===== config.mk =====
export PLATFORM = sky130hd
export DESIGN_NAME = trap_sequencer_flat
export DESIGN_NICKNAME = d
export VERILOG_FILES = /design/src/rtl/trap_sequencer_if.sv /design/src/rtl/trap_sequencer.sv /design/src/flat_wrapper.sv
export SDC_FILE = /design/constraint.sdc
export NUM_CORES = 1
export LEC_CHECK = 0
export ABC_AREA = 1
export CAP_MARGIN = 10
export CORE_AREA = 2 2 213 215
export CTS_CLUSTER_SIZE = 24
export DETAILED_ROUTE_END_ITERATION = 7
export DIE_AREA = 0 0 215 217
export PLACE_DENSITY = 0.77
export SYNTH_ARGS = -nofsm -noshare
export SYNTH_HDL_FRONTEND = slang
export SYNTH_SLANG_ARGS = --single-unit

===== constraint.sdc =====
create_clock -name clk_i -period 13.79 [get_ports clk_i]
set_input_delay 3.4475 -clock clk_i [delete_from_list [all_inputs] [get_ports clk_i]]
set_output_delay 3.4475 -clock clk_i [all_outputs]
set_load 0.005 [all_outputs]

===== src/rtl/trap_sequencer_if.sv =====
// Trap sequencer request, CSR-file and redirect signals bundled into one port.
interface trap_sequencer_if #(
  parameter int MXLEN   = 64,
  parameter int NUM_INT = 14
);
  logic               exc_valid_i;
  logic               exc_ready_o;
  logic [5:0]         exc_cause_i;
  logic [MXLEN-1:0]   exc_pc_i;
  logic [MXLEN-1:0]   exc_tval_i;
  logic               mret_valid_i;
  logic [NUM_INT-1:0] int_pending_i;
  logic [MXLEN-1:0]   int_pc_i;
  logic [MXLEN-1:0]   mstatus_i;
  logic [MXLEN-1:0]   mtvec_i;
  logic [MXLEN-1:0]   mepc_i;
  logic               csr_we_o;
  logic [11:0]        csr_addr_o;
  logic [MXLEN-1:0]   csr_wdata_o;
  logic               flush_o;
  logic               redirect_valid_o;
  logic [MXLEN-1:0]   redirect_pc_o;
  logic [1:0]         priv_o;
  logic               busy_o;

  modport master (
    output exc_valid_i, exc_cause_i, exc_pc_i, exc_tval_i, mret_valid_i,
           int_pending_i, int_pc_i, mstatus_i, mtvec_i, mepc_i,
    input  exc_ready_o, csr_we_o, csr_addr_o, csr_wdata_o, flush_o,
           redirect_valid_o, redirect_pc_o, priv_o, busy_o
  );

  modport slave (
    input  exc_valid_i, exc_cause_i, exc_pc_i, exc_tval_i, mret_valid_i,
           int_pending_i, int_pc_i, mstatus_i, mtvec_i, mepc_i,
    output exc_ready_o, csr_we_o, csr_addr_o, csr_wdata_o, flush_o,
           redirect_valid_o, redirect_pc_o, priv_o, busy_o
  );
endinterface


===== src/rtl/trap_sequencer.sv =====
// M-mode trap entry/return: 4 CSR writes + redirect (trap) or 1 write + redirect (mret).
// Requests are accepted only in IDLE; a pending interrupt holds off exceptions and mret.
module trap_sequencer #(
  parameter int MXLEN   = 64,
  parameter int NUM_INT = 14
) (
  input  logic            clk_i,
  input  logic            rst_i,
  trap_sequencer_if.slave bus
);
  localparam logic [1:0]  PRIV_M       = 2'b11;
  localparam logic [11:0] CSR_MSTATUS  = 12'h300;
  localparam logic [11:0] CSR_MEPC     = 12'h341;
  localparam logic [11:0] CSR_MCAUSE   = 12'h342;
  localparam logic [11:0] CSR_MTVAL    = 12'h343;
  localparam int          MIE_B        = 3;
  localparam int          MPIE_B       = 7;
  localparam int          MPRV_B       = 17;
  localparam int          PW           = (NUM_INT > 14) ? NUM_INT : 14;

  typedef enum logic [2:0] {
    IDLE, W_MEPC, W_MCAUSE, W_MTVAL, W_MSTATUS, REDIRECT, R_MSTATUS, R_REDIRECT
  } state_t;

  state_t           state_q;
  logic [1:0]       priv_q;
  logic             intr_q;
  logic [5:0]       code_q;
  logic [MXLEN-1:0] tval_q, mstatus_q, mtvec_q, mepc_q;
  logic             csr_we_q, flush_q, redir_vld_q;
  logic [11:0]      csr_addr_q;
  logic [MXLEN-1:0] csr_wdata_q, redir_pc_q;

  logic [PW-1:0]    pend_d;
  logic [5:0]       int_code_d;
  logic             int_take_d;
  logic [MXLEN-1:0] sel_pc_d, mcause_d, trap_target_d;

  function automatic logic [MXLEN-1:0] trap_mstatus(input logic [MXLEN-1:0] m, input logic [1:0] p);
    trap_mstatus          = m;
    trap_mstatus[MPIE_B]  = m[MIE_B];
    trap_mstatus[MIE_B]   = 1'b0;
    trap_mstatus[12:11]   = p;
  endfunction

  function automatic logic [MXLEN-1:0] ret_mstatus(input logic [MXLEN-1:0] m);
    ret_mstatus          = m;
    ret_mstatus[MIE_B]   = m[MPIE_B];
    ret_mstatus[MPIE_B]  = 1'b1;
    ret_mstatus[12:11]   = 2'b00;
    if (m[12:11] != PRIV_M) ret_mstatus[MPRV_B] = 1'b0;
  endfunction

  assign pend_d     = PW'(bus.int_pending_i);
  assign int_take_d = (|bus.int_pending_i) && (bus.mstatus_i[MIE_B] || priv_q != PRIV_M);
  assign sel_pc_d   = int_take_d ? bus.int_pc_i : bus.exc_pc_i;
  assign mcause_d   = {intr_q, {(MXLEN-7){1'b0}}, code_q};

  // Later assignments win, so the preferred order 11,3,7,9,1,5,13 is applied last-to-first.
  always_comb begin
    int_code_d = '0;
    for (int i = PW-1; i >= 0; i--)
      if (pend_d[i]) int_code_d = 6'(i);
    if (pend_d[13]) int_code_d = 6'd13;
    if (pend_d[5])  int_code_d = 6'd5;
    if (pend_d[1])  int_code_d = 6'd1;
    if (pend_d[9])  int_code_d = 6'd9;
    if (pend_d[7])  int_code_d = 6'd7;
    if (pend_d[3])  int_code_d = 6'd3;
    if (pend_d[11]) int_code_d = 6'd11;
  end

  always_comb begin
    trap_target_d = {mtvec_q[MXLEN-1:2], 2'b00};
    if (mtvec_q[1:0] == 2'b01 && intr_q)
      trap_target_d = trap_target_d + MXLEN'({code_q, 2'b00});
  end

  always_ff @(posedge clk_i or posedge rst_i) begin
    if (rst_i) begin
      state_q     <= IDLE;
      priv_q      <= PRIV_M;
      intr_q      <= 1'b0;
      code_q      <= '0;
      tval_q      <= '0;
      mstatus_q   <= '0;
      mtvec_q     <= '0;
      mepc_q      <= '0;
      csr_we_q    <= 1'b0;
      csr_addr_q  <= '0;
      csr_wdata_q <= '0;
      flush_q     <= 1'b0;
      redir_vld_q <= 1'b0;
      redir_pc_q  <= '0;
    end else begin
      csr_we_q    <= 1'b0;
      csr_addr_q  <= '0;
      csr_wdata_q <= '0;
      redir_vld_q <= 1'b0;
      redir_pc_q  <= '0;
      unique case (state_q)
        IDLE: begin
          if (int_take_d || bus.exc_valid_i || bus.mret_valid_i) begin
            mstatus_q <= bus.mstatus_i;
            mtvec_q   <= bus.mtvec_i;
            mepc_q    <= bus.mepc_i;
            intr_q    <= int_take_d;
            code_q    <= int_take_d ? int_code_d : bus.exc_cause_i;
            tval_q    <= (!int_take_d && bus.exc_valid_i) ? bus.exc_tval_i : '0;
            flush_q   <= 1'b1;
            csr_we_q  <= 1'b1;
            if (int_take_d || bus.exc_valid_i) begin
              state_q     <= W_MEPC;
              csr_addr_q  <= CSR_MEPC;
              csr_wdata_q <= {sel_pc_d[MXLEN-1:1], 1'b0};
            end else begin
              state_q     <= R_MSTATUS;
              csr_addr_q  <= CSR_MSTATUS;
              csr_wdata_q <= ret_mstatus(bus.mstatus_i);
            end
          end
        end
        W_MEPC: begin
          state_q     <= W_MCAUSE;
          csr_we_q    <= 1'b1;
          csr_addr_q  <= CSR_MCAUSE;
          csr_wdata_q <= mcause_d;
        end
        W_MCAUSE: begin
          state_q     <= W_MTVAL;
          csr_we_q    <= 1'b1;
          csr_addr_q  <= CSR_MTVAL;
          csr_wdata_q <= tval_q;
        end
        W_MTVAL: begin
          state_q     <= W_MSTATUS;
          csr_we_q    <= 1'b1;
          csr_addr_q  <= CSR_MSTATUS;
          csr_wdata_q <= trap_mstatus(mstatus_q, priv_q);
        end
        W_MSTATUS: begin
          state_q     <= REDIRECT;
          redir_vld_q <= 1'b1;
          redir_pc_q  <= trap_target_d;
        end
        REDIRECT: begin
          state_q <= IDLE;
          flush_q <= 1'b0;
          priv_q  <= PRIV_M;
        end
        R_MSTATUS: begin
          state_q     <= R_REDIRECT;
          redir_vld_q <= 1'b1;
          redir_pc_q  <= {mepc_q[MXLEN-1:1], 1'b0};
        end
        R_REDIRECT: begin
          state_q <= IDLE;
          flush_q <= 1'b0;
          priv_q  <= (mstatus_q[12:11] == 2'b10) ? 2'b00 : mstatus_q[12:11];
        end
        default: state_q <= IDLE;
      endcase
    end
  end

  assign bus.exc_ready_o      = (state_q == IDLE) && !int_take_d;
  assign bus.csr_we_o         = csr_we_q;
  assign bus.csr_addr_o       = csr_addr_q;
  assign bus.csr_wdata_o      = csr_wdata_q;
  assign bus.flush_o          = flush_q;
  assign bus.redirect_valid_o = redir_vld_q;
  assign bus.redirect_pc_o    = redir_pc_q;
  assign bus.priv_o           = priv_q;
  assign bus.busy_o           = (state_q != IDLE);
endmodule

===== src/flat_wrapper.sv =====
// flat-port wrapper written by rule: the top's interface ports become plain ports
module trap_sequencer_flat 
#(
  parameter int MXLEN   = 64,
  parameter int NUM_INT = 14
)
  (clk_i, rst_i, bus_exc_valid_i, bus_exc_cause_i, bus_exc_pc_i, bus_exc_tval_i, bus_mret_valid_i, bus_int_pending_i, bus_int_pc_i, bus_mstatus_i, bus_mtvec_i, bus_mepc_i, bus_exc_ready_o, bus_csr_we_o, bus_csr_addr_o, bus_csr_wdata_o, bus_flush_o, bus_redirect_valid_o, bus_redirect_pc_o, bus_priv_o, bus_busy_o);
  trap_sequencer_if #(.MXLEN(MXLEN), .NUM_INT(NUM_INT)) bus_i ();
  input  logic clk_i;
  input  logic rst_i;
  input wire logic [$bits(bus_i.exc_valid_i)-1:0] bus_exc_valid_i;
  input wire logic [$bits(bus_i.exc_cause_i)-1:0] bus_exc_cause_i;
  input wire logic [$bits(bus_i.exc_pc_i)-1:0] bus_exc_pc_i;
  input wire logic [$bits(bus_i.exc_tval_i)-1:0] bus_exc_tval_i;
  input wire logic [$bits(bus_i.mret_valid_i)-1:0] bus_mret_valid_i;
  input wire logic [$bits(bus_i.int_pending_i)-1:0] bus_int_pending_i;
  input wire logic [$bits(bus_i.int_pc_i)-1:0] bus_int_pc_i;
  input wire logic [$bits(bus_i.mstatus_i)-1:0] bus_mstatus_i;
  input wire logic [$bits(bus_i.mtvec_i)-1:0] bus_mtvec_i;
  input wire logic [$bits(bus_i.mepc_i)-1:0] bus_mepc_i;
  output wire logic [$bits(bus_i.exc_ready_o)-1:0] bus_exc_ready_o;
  output wire logic [$bits(bus_i.csr_we_o)-1:0] bus_csr_we_o;
  output wire logic [$bits(bus_i.csr_addr_o)-1:0] bus_csr_addr_o;
  output wire logic [$bits(bus_i.csr_wdata_o)-1:0] bus_csr_wdata_o;
  output wire logic [$bits(bus_i.flush_o)-1:0] bus_flush_o;
  output wire logic [$bits(bus_i.redirect_valid_o)-1:0] bus_redirect_valid_o;
  output wire logic [$bits(bus_i.redirect_pc_o)-1:0] bus_redirect_pc_o;
  output wire logic [$bits(bus_i.priv_o)-1:0] bus_priv_o;
  output wire logic [$bits(bus_i.busy_o)-1:0] bus_busy_o;
  assign bus_i.exc_valid_i = bus_exc_valid_i;
  assign bus_i.exc_cause_i = bus_exc_cause_i;
  assign bus_i.exc_pc_i = bus_exc_pc_i;
  assign bus_i.exc_tval_i = bus_exc_tval_i;
  assign bus_i.mret_valid_i = bus_mret_valid_i;
  assign bus_i.int_pending_i = bus_int_pending_i;
  assign bus_i.int_pc_i = bus_int_pc_i;
  assign bus_i.mstatus_i = bus_mstatus_i;
  assign bus_i.mtvec_i = bus_mtvec_i;
  assign bus_i.mepc_i = bus_mepc_i;
  assign bus_exc_ready_o = bus_i.exc_ready_o;
  assign bus_csr_we_o = bus_i.csr_we_o;
  assign bus_csr_addr_o = bus_i.csr_addr_o;
  assign bus_csr_wdata_o = bus_i.csr_wdata_o;
  assign bus_flush_o = bus_i.flush_o;
  assign bus_redirect_valid_o = bus_i.redirect_valid_o;
  assign bus_redirect_pc_o = bus_i.redirect_pc_o;
  assign bus_priv_o = bus_i.priv_o;
  assign bus_busy_o = bus_i.busy_o;
  trap_sequencer #(.MXLEN(MXLEN), .NUM_INT(NUM_INT)) u_core (.clk_i(clk_i), .rst_i(rst_i), .bus(bus_i));
endmodule

==> impl_metrics.py, run 1 <==
metrics = {
    "layout": {
        "drive_gt1_frac": 0.0390,
        "multi_input_area_um2": 8100,
        "nNetsFinal": 3434,
        "final_util": 0.594,
        "ff_latch_area_um2": 10000,
        "fill_cells": 3958,
        "syn2layout_area_growth_pct": 36.9,
    },
    "sta": {
        "max_freq_mhz": 106,
        "finalSetupTns_ps": 0,
        "min_period_over_period": 0.683,
        "hold_ws_ps": 472,
        "maxSlewViolCount": 0,
        "rsz0062_at_grt": "false",
        "slew_headroom": 0.270,
        "skew_ps": 12.7,
        "min_period_ps": 9420,
        "hold_viol": 0,
        "setup_viol_count_final": 0,
        "worst_slew_pin_slew_ps": 1090,
    },
    "clock_network": {
        "cts_resized": 0,
        "cts_buffers": 42,
        "cts_tree": "yes",
        "numClockSinks": 400,
        "cts-hold-fix-buffers": 0,
        "clock_path_buffers": 3,
        "h-tree-depth": 2,
        "path_clk_slew_ps": 60,
        "post_cts_buffers": 0,
        "clk_latency_ps": 570,
        "cts_root_buffer": "clkbuf_16",
    },
    "grt": {
        "met2_usage": 0.500,
        "grt.met3_usage": 0.0658,
        "busiest_layer": "met2",
        "grtUsageMet1": 0.353,
        "grt_max_degree": 161,
        "groute.usage.overall": 0.293,
        "overflow": 0,
        "grt_pass1_wl_um": 107000,
        "grt_pass1_vias": 18800,
        "antenna_found_initial": 18,
    },
    "floorplan": {
        "num_io_pins": 555,
        "fp.dieH_um": 217,
        "fp.dieArea_um2": 46700,
        "initial_core_util": 0.434,
        "fp.dieW_um": 215,
        "fp-row-count": 78,
        "core_area_um2": 44700,
    },
    "setup_path": {
        "crit_type": "in -> out",
        "critPathCaptureType": "output port",
        "crit_buf_inv": 3,
        "crit_path_top_delay_cell": "clkdlybuf4s50_1",
        "cp_max_fo": 43,
        "rr_startpoint": "u_core.state_q[2]",
        "cp.required_ps": 10340,
        "crit_path_max_incr_delay_ps": 610,
        "rr_endpoint": "u_core.mepc_q[16]",
        "reg2reg_slack_ps": 9590,
        "startpoint_type": "primary input",
        "rr_worst_depth": 9,
        "arrival_ps": 5980,
        "critical-path-top-delay-family": "simple AND/OR/NAND/NOR gates",
        "path_cells": "clkdlybuf4s50_1 > nor2_1 > nand3_1 > nor3_2 > nand2_1 > nand2_4 > inv_2 > nor2_1 > clkdlybuf4s50_1",
    },
    "logic_synthesis": {
        "ys_ff_latch": 400,
        "ys_seq_area_frac": 0.516,
        "synth-edff-count": 0,
        "syn_area_um2": 19400,
        "yosysWarnings": 0,
        "async_flop_share": 1.00,
        "synth_cells": 2548,
        "synth_flop_cell": "dfrtp_1",
        "ys_types": 43,
        "syn-mean-instance-area_um2": 7.61,
    },
    "detailed_routing": {
        "wirelength_um": 69500,
        "via_per_inst": 5.27,
        "dr.pass1.iters": 5,
        "dr_total_vias": 19300,
        "drt-initial-drc-count": 1756,
        "drtAntennaViolNets": 0,
        "wire_per_inst_um": 19.0,
        "drc_errors": 0,
    },
    "min_path": {
        "worstHoldStart": "u_core.mepc_q[61]",
        "hold_path.class": "reg -> reg",
        "hold_depth": 2,
        "min_to": "u_core.bus.redirect_pc_o[61]",
    },
    "power_and_ir_drop": {
        "power.density_nw_per_um2": 192,
        "peakVddDrop_mv": 0.107,
        "leakage_nw": 12.6,
    },
    "placed_design": {
        "port_buffers": 543,
        "dpl.hpwl_um": 49000,
        "gp_congestion": 0.916,
    },
    "status": {
        "status": "finished clean",
    },
    "flow_run": {
        "maxCapViolCount": 0,
    },
}
## cell usage after synthesis, drive strengths merged (10+ instances only)
master | instances | share of area
nand2 | 1157 | 0.23
buf | 96 | 0.027
inv | 175 | 0.034
nand4 | 54 | 0.017
a22oi | 57 | 0.022
a21oi | 18 | 0.0046
nor3 | 20 | 0.0062
nand3 | 148 | 0.038
dfrtp | 398 | 0.51
o22ai | 10 | 0.0032
o21ai | 211 | 0.054
nor2 | 113 | 0.023
clkbuf | 43 | 0.0083
## power breakdown
group	leakage, nW	internal [mW]	switching [mW]
logic	6.71	0.764	1.23
clock network	0.699	0.679	0.490
registers	5.18	1.64	0.292
total	12.6	3.09	2.01
## final cells by class
cell class | count | area share
Antenna cell | 15 | 0.00141
Clock buffer | 57 | 0.0459
Clock inverter | 20 | 0.00745
Inverter | 176 | 0.0253
Multi-Input combinational cell | 1840 | 0.305
Sequential cell | 400 | 0.377
Tap cell | 600 | 0.0283
Timing Repair Buffer | 559 | 0.210
## cell families (layout without fill, tap and decap cells)
family	Yosys count	in the layout	share of synthesized area
flops	400	400	0.516
buf+inv	315	812	0.0692
xor+xnor	7	7	0.00316
fa+ha+maj	7	7	0.00490
simple gates	1509	1509	0.316
other cells	1	23	0.000193
compound gates	309	309	0.0899
## worst max-delay path by stage
stage,start,end,slack [ps],depth (start not counted)
after floorplan,rst_i,u_core.bus.csr_addr_o[0],4960,1
after global routing,bus_int_pending_i[11],bus_exc_ready_o,4240,9
final,bus_int_pending_i[11],bus_exc_ready_o,4370,9
after detailed placement,bus_int_pending_i[11],bus_exc_ready_o,4390,9
after global placement,bus_int_pending_i[11],bus_exc_ready_o,4370,9
after CTS,bus_int_pending_i[11],bus_exc_ready_o,4380,9
## registers in the layout, summed over array words and instances (netlist names), 2 cells and up
register,flops
u_core.bus.csr_wdata_o,64
u_core.mtvec_q,64
u_core.tval_q,64
u_core.bus.redirect_pc_o,63
u_core.mepc_q,63
u_core.mstatus_q,63
u_core.code_q,6
u_core.bus.csr_addr_o,4
u_core.state_q,3
u_core.bus.priv_o,2
## worst register-to-register path, cell delays in order (launching register included)
cell     delay [ps]
dfrtp_1         470
nor2_1          190
inv_1           100
nor2_4           90
buf_4           640
nand2_8         700
inv_8           840
buf_4           760
nand2_1         190
o21ai_1         130
## layout by cell type, fill, tap and decap left out, drive strengths merged, types with 18 or more instances in the layout
cell type | synthesis | final
nor3 | 20 | 20
dfrtp | 398 | 398
o21ai | 211 | 211
nand4 | 54 | 54
nand2 | 1157 | 1157
a21oi | 18 | 18
inv | 175 | 175
nor2 | 113 | 113
clkdlybuf4s50 | 0 | 542
a22oi | 57 | 57
clkbuf | 43 | 57
nand3 | 148 | 148
## through the flow
stage / power, mW / instances / worst slack, ps / cell area (um2)
2_1_floorplan: 3.07 / 2555 / 4960 / 19400
3_3_place_gp: 3.86 / 3575 / 4370 / 25100
3_5_place_dp: 3.92 / 3575 / 4390 / 25100
4_1_cts: 5.11 / 3652 / 4380 / 26500
5_1_grt: 5.44 / 3665 / 4240 / 26500
6_report: 5.10 / 3667 / 4370 / 26600
## metal layers
metal,vias to the layer above,part of all wire
met3,144,0.080
met2,858,0.49
met4,6,0.042
met5,-,0.00062
met1,9239,0.38
li1,9061,-
(Power assumes the default switching activity.)
==> run 2: changes to the inputs <==
--- a/config.mk
+++ b/config.mk
@@ -7,11 +7,11 @@
 export LEC_CHECK = 0
 export ABC_AREA = 1
 export CAP_MARGIN = 10
-export CORE_AREA = 2 2 213 215
+export CORE_AREA = 2 2 217 219
 export CTS_CLUSTER_SIZE = 24
 export DETAILED_ROUTE_END_ITERATION = 7
-export DIE_AREA = 0 0 215 217
-export PLACE_DENSITY = 0.77
+export DIE_AREA = 0 0 219 221
+export PLACE_DENSITY = 0.72
 export SYNTH_ARGS = -nofsm -noshare
 export SYNTH_HDL_FRONTEND = slang
 export SYNTH_SLANG_ARGS = --single-unit
==> constraint.sdc (replaced) <==
create_clock -name clk_i -period 9.2 [get_ports clk_i]
set_input_delay 2.3 -clock clk_i [delete_from_list [all_inputs] [get_ports clk_i]]
set_output_delay 2.3 -clock clk_i [all_outputs]
set_load 0.005 [all_outputs]
==> run 2 against run 1 <==
- worst setup slack got worse by 1900 ps
- largest cell class unchanged
- final area rose by 0.19%
- critical path depth rose by 1
- clock-buffer cell count rose by 2
- power rose by 51%
- largest power group unchanged
- non-clock buffer count fell by 2
- clock skew rose by 2.3 ps
- critical endpoint unchanged
- hold slack improved by 5.8 ps
- wire length rose by 0.86%
==> impl_metrics.py, run 2 (same netlist as run 1, synthesis figures left out) <==
metrics = {
    "floorplan": {
        "fp.dieH_um": 221,
        "fp.dieW_um": 219,
        "core_area_um2": 46100,
        "initial_core_util": 0.421,
        "fp-row-count": 79,
        "num_io_pins": 555,
        "fp.dieArea_um2": 48400,
    },
    "detailed_routing": {
        "via_per_inst": 5.18,
        "drtAntennaViolNets": 0,
        "dr_total_vias": 19000,
        "dr.pass1.iters": 5,
        "drc_errors": 0,
        "drt-initial-drc-count": 1750,
        "wire_per_inst_um": 19.1,
        "highest_layer": "met5",
        "wl_met2_um": 34600,
        "dr_wl_met3_um": 5910,
        "met1Wirelength_um": 27200,
        "wirelength_um": 70100,
    },
    "placed_design": {
        "place_area_um2": 25100,
        "dpl.hpwl_um": 49500,
        "gp_congestion": 0.910,
        "port_buffers": 543,
        "dp_cells": 3580,
    },
    "sta": {
        "rsz0062_at_grt": "false",
        "slew_headroom": 0.236,
        "min_period_over_period": 0.737,
        "setup_viol_count_final": 0,
        "max_freq_mhz": 147,
        "finalSetupTns_ps": 0,
        "worst_slew_pin_slew_ps": 1150,
        "maxSlewViolCount": 0,
        "hold_viol": 0,
        "min_period_ps": 6780,
        "skew_ps": 15.0,
    },
    "setup_path": {
        "cp.required_ps": 6900,
        "startpoint_type": "primary input",
        "crit_type": "in -> out",
        "arrival_ps": 4480,
        "crit_buf_inv": 5,
        "critical-path-top-delay-family": "buffers and inverters",
        "cp_max_fo": 65,
        "path_cells": "clkdlybuf4s50_1 > inv_1 > nand4_1 > nor2_1 > nand2_1 > nand2_4 > inv_2 > buf_4 > nor2_1 > clkdlybuf4s50_1",
        "critPathCaptureType": "output port",
        "crit_path_top_delay_cell": "clkdlybuf4s50_1",
        "crit_path_max_incr_delay_ps": 540,
    },
    "layout": {
        "stdcell_area_um2": 26600,
        "drive_gt1_frac": 0.0371,
        "final_cells": 3667,
        "final_util": 0.578,
        "syn2layout_area_growth_pct": 37.2,
        "nNetsFinal": 3433,
        "most-common-layout-cells": "nand2_1 (1,153), clkdlybuf4s50_1 (542), dfrtp_1 (398)",
        "fill_cells": 4235,
        "final_common_cell": "nand2_1",
    },
    "clock_network": {
        "cts_tree": "yes",
        "path_clk_slew_ps": 60,
        "h-tree-depth": 2,
        "numClockSinks": 400,
        "clock_path_buffers": 3,
        "cts-hold-fix-buffers": 0,
        "cts_buffers": 43,
        "clk_latency_ps": 570,
        "post_cts_buffers": 0,
        "cts_root_buffer": "clkbuf_16",
        "cts_resized": 0,
    },
    "status": {
        "status": "finished clean",
    },
    "flow_run": {
        "maxCapViolCount": 0,
    },
    "grt": {
        "grt_pass1_wl_um": 108000,
        "antenna_found_initial": 18,
        "groute.usage.overall": 0.288,
        "overflow": 0,
        "grt_pass1_vias": 18800,
        "grt_max_degree": 153,
    },
    "min_path": {
        "hold_path.class": "reg -> reg",
    },
    "power_and_ir_drop": {
        "power.density_nw_per_um2": 290,
        "leakage_nw": 12.6,
        "peakVddDrop_mv": 0.197,
    },
}
[run 2: worst paths after layout]
path	to	startpoint	cells after the start	slack [ps]
setup reg to reg	u_core.mtvec_q[37]	u_core.state_q[2]	9	4960
hold reg to reg	u_core.bus.redirect_pc_o[55]	u_core.mepc_q[55]	2	480
max in group asynchronous	u_core.bus.redirect_pc_o[7]	rst_i	3	5480
min in group asynchronous	u_core.bus.redirect_pc_o[1]	rst_i	2	2290
hold / removal	u_core.bus.redirect_pc_o[55]	u_core.mepc_q[55]	2	480
setup / recovery	bus_exc_ready_o	bus_int_pending_i[7]	10	2420
[run 2: worst register-to-register path: cells and delay by family (launching register included)]
| family | cells | cell delay, ps |
|---|---|---|
| buffers and inverters | 4 | 2430 |
| AO/OA/AOI/OAI | 1 | 150 |
| flip-flops | 1 | 470 |
| AND/OR/NAND/NOR | 4 | 1120 |
[run 2: layout make-up]
type                       instances  area [um2]  share of cell area
multi-input combinational       1840        8110               0.305
clock buffer                      59        1250              0.0469
tap                              607         759              0.0285
antenna                           12        30.0             0.00113
timing repair buffer             557        5560               0.209
inverter                         176         672              0.0253
sequential                       400       10000               0.376
clock inverter                    16         215             0.00809
[run 2: layer usage]
layer,global-route usage,up-vias
met5,0,-
met4,0.110,12
met3,0.0675,125
met2,0.488,807
met1,0.355,8991
li1,-,9059
[run 2: stage by stage]
| stage | hold slack (ps) | setup slack (ps) | power (mW) |
|---|---|---|---|
| after floorplan | 449 | 1520 | 4.60 |
| after global placement | 462 | 2380 | 5.81 |
| after detailed placement | 465 | 2360 | 5.88 |
| after CTS | 480 | 2350 | 7.73 |
| after global routing | 494 | 2210 | 8.23 |
| final | 478 | 2420 | 7.70 |
[run 2: power breakdown]
group / switching [mW] / internal [mW]
sequential: 0.425 / 2.46
combinational: 1.85 / 1.14
clock: 0.735 / 1.09
total: 3.01 / 4.70
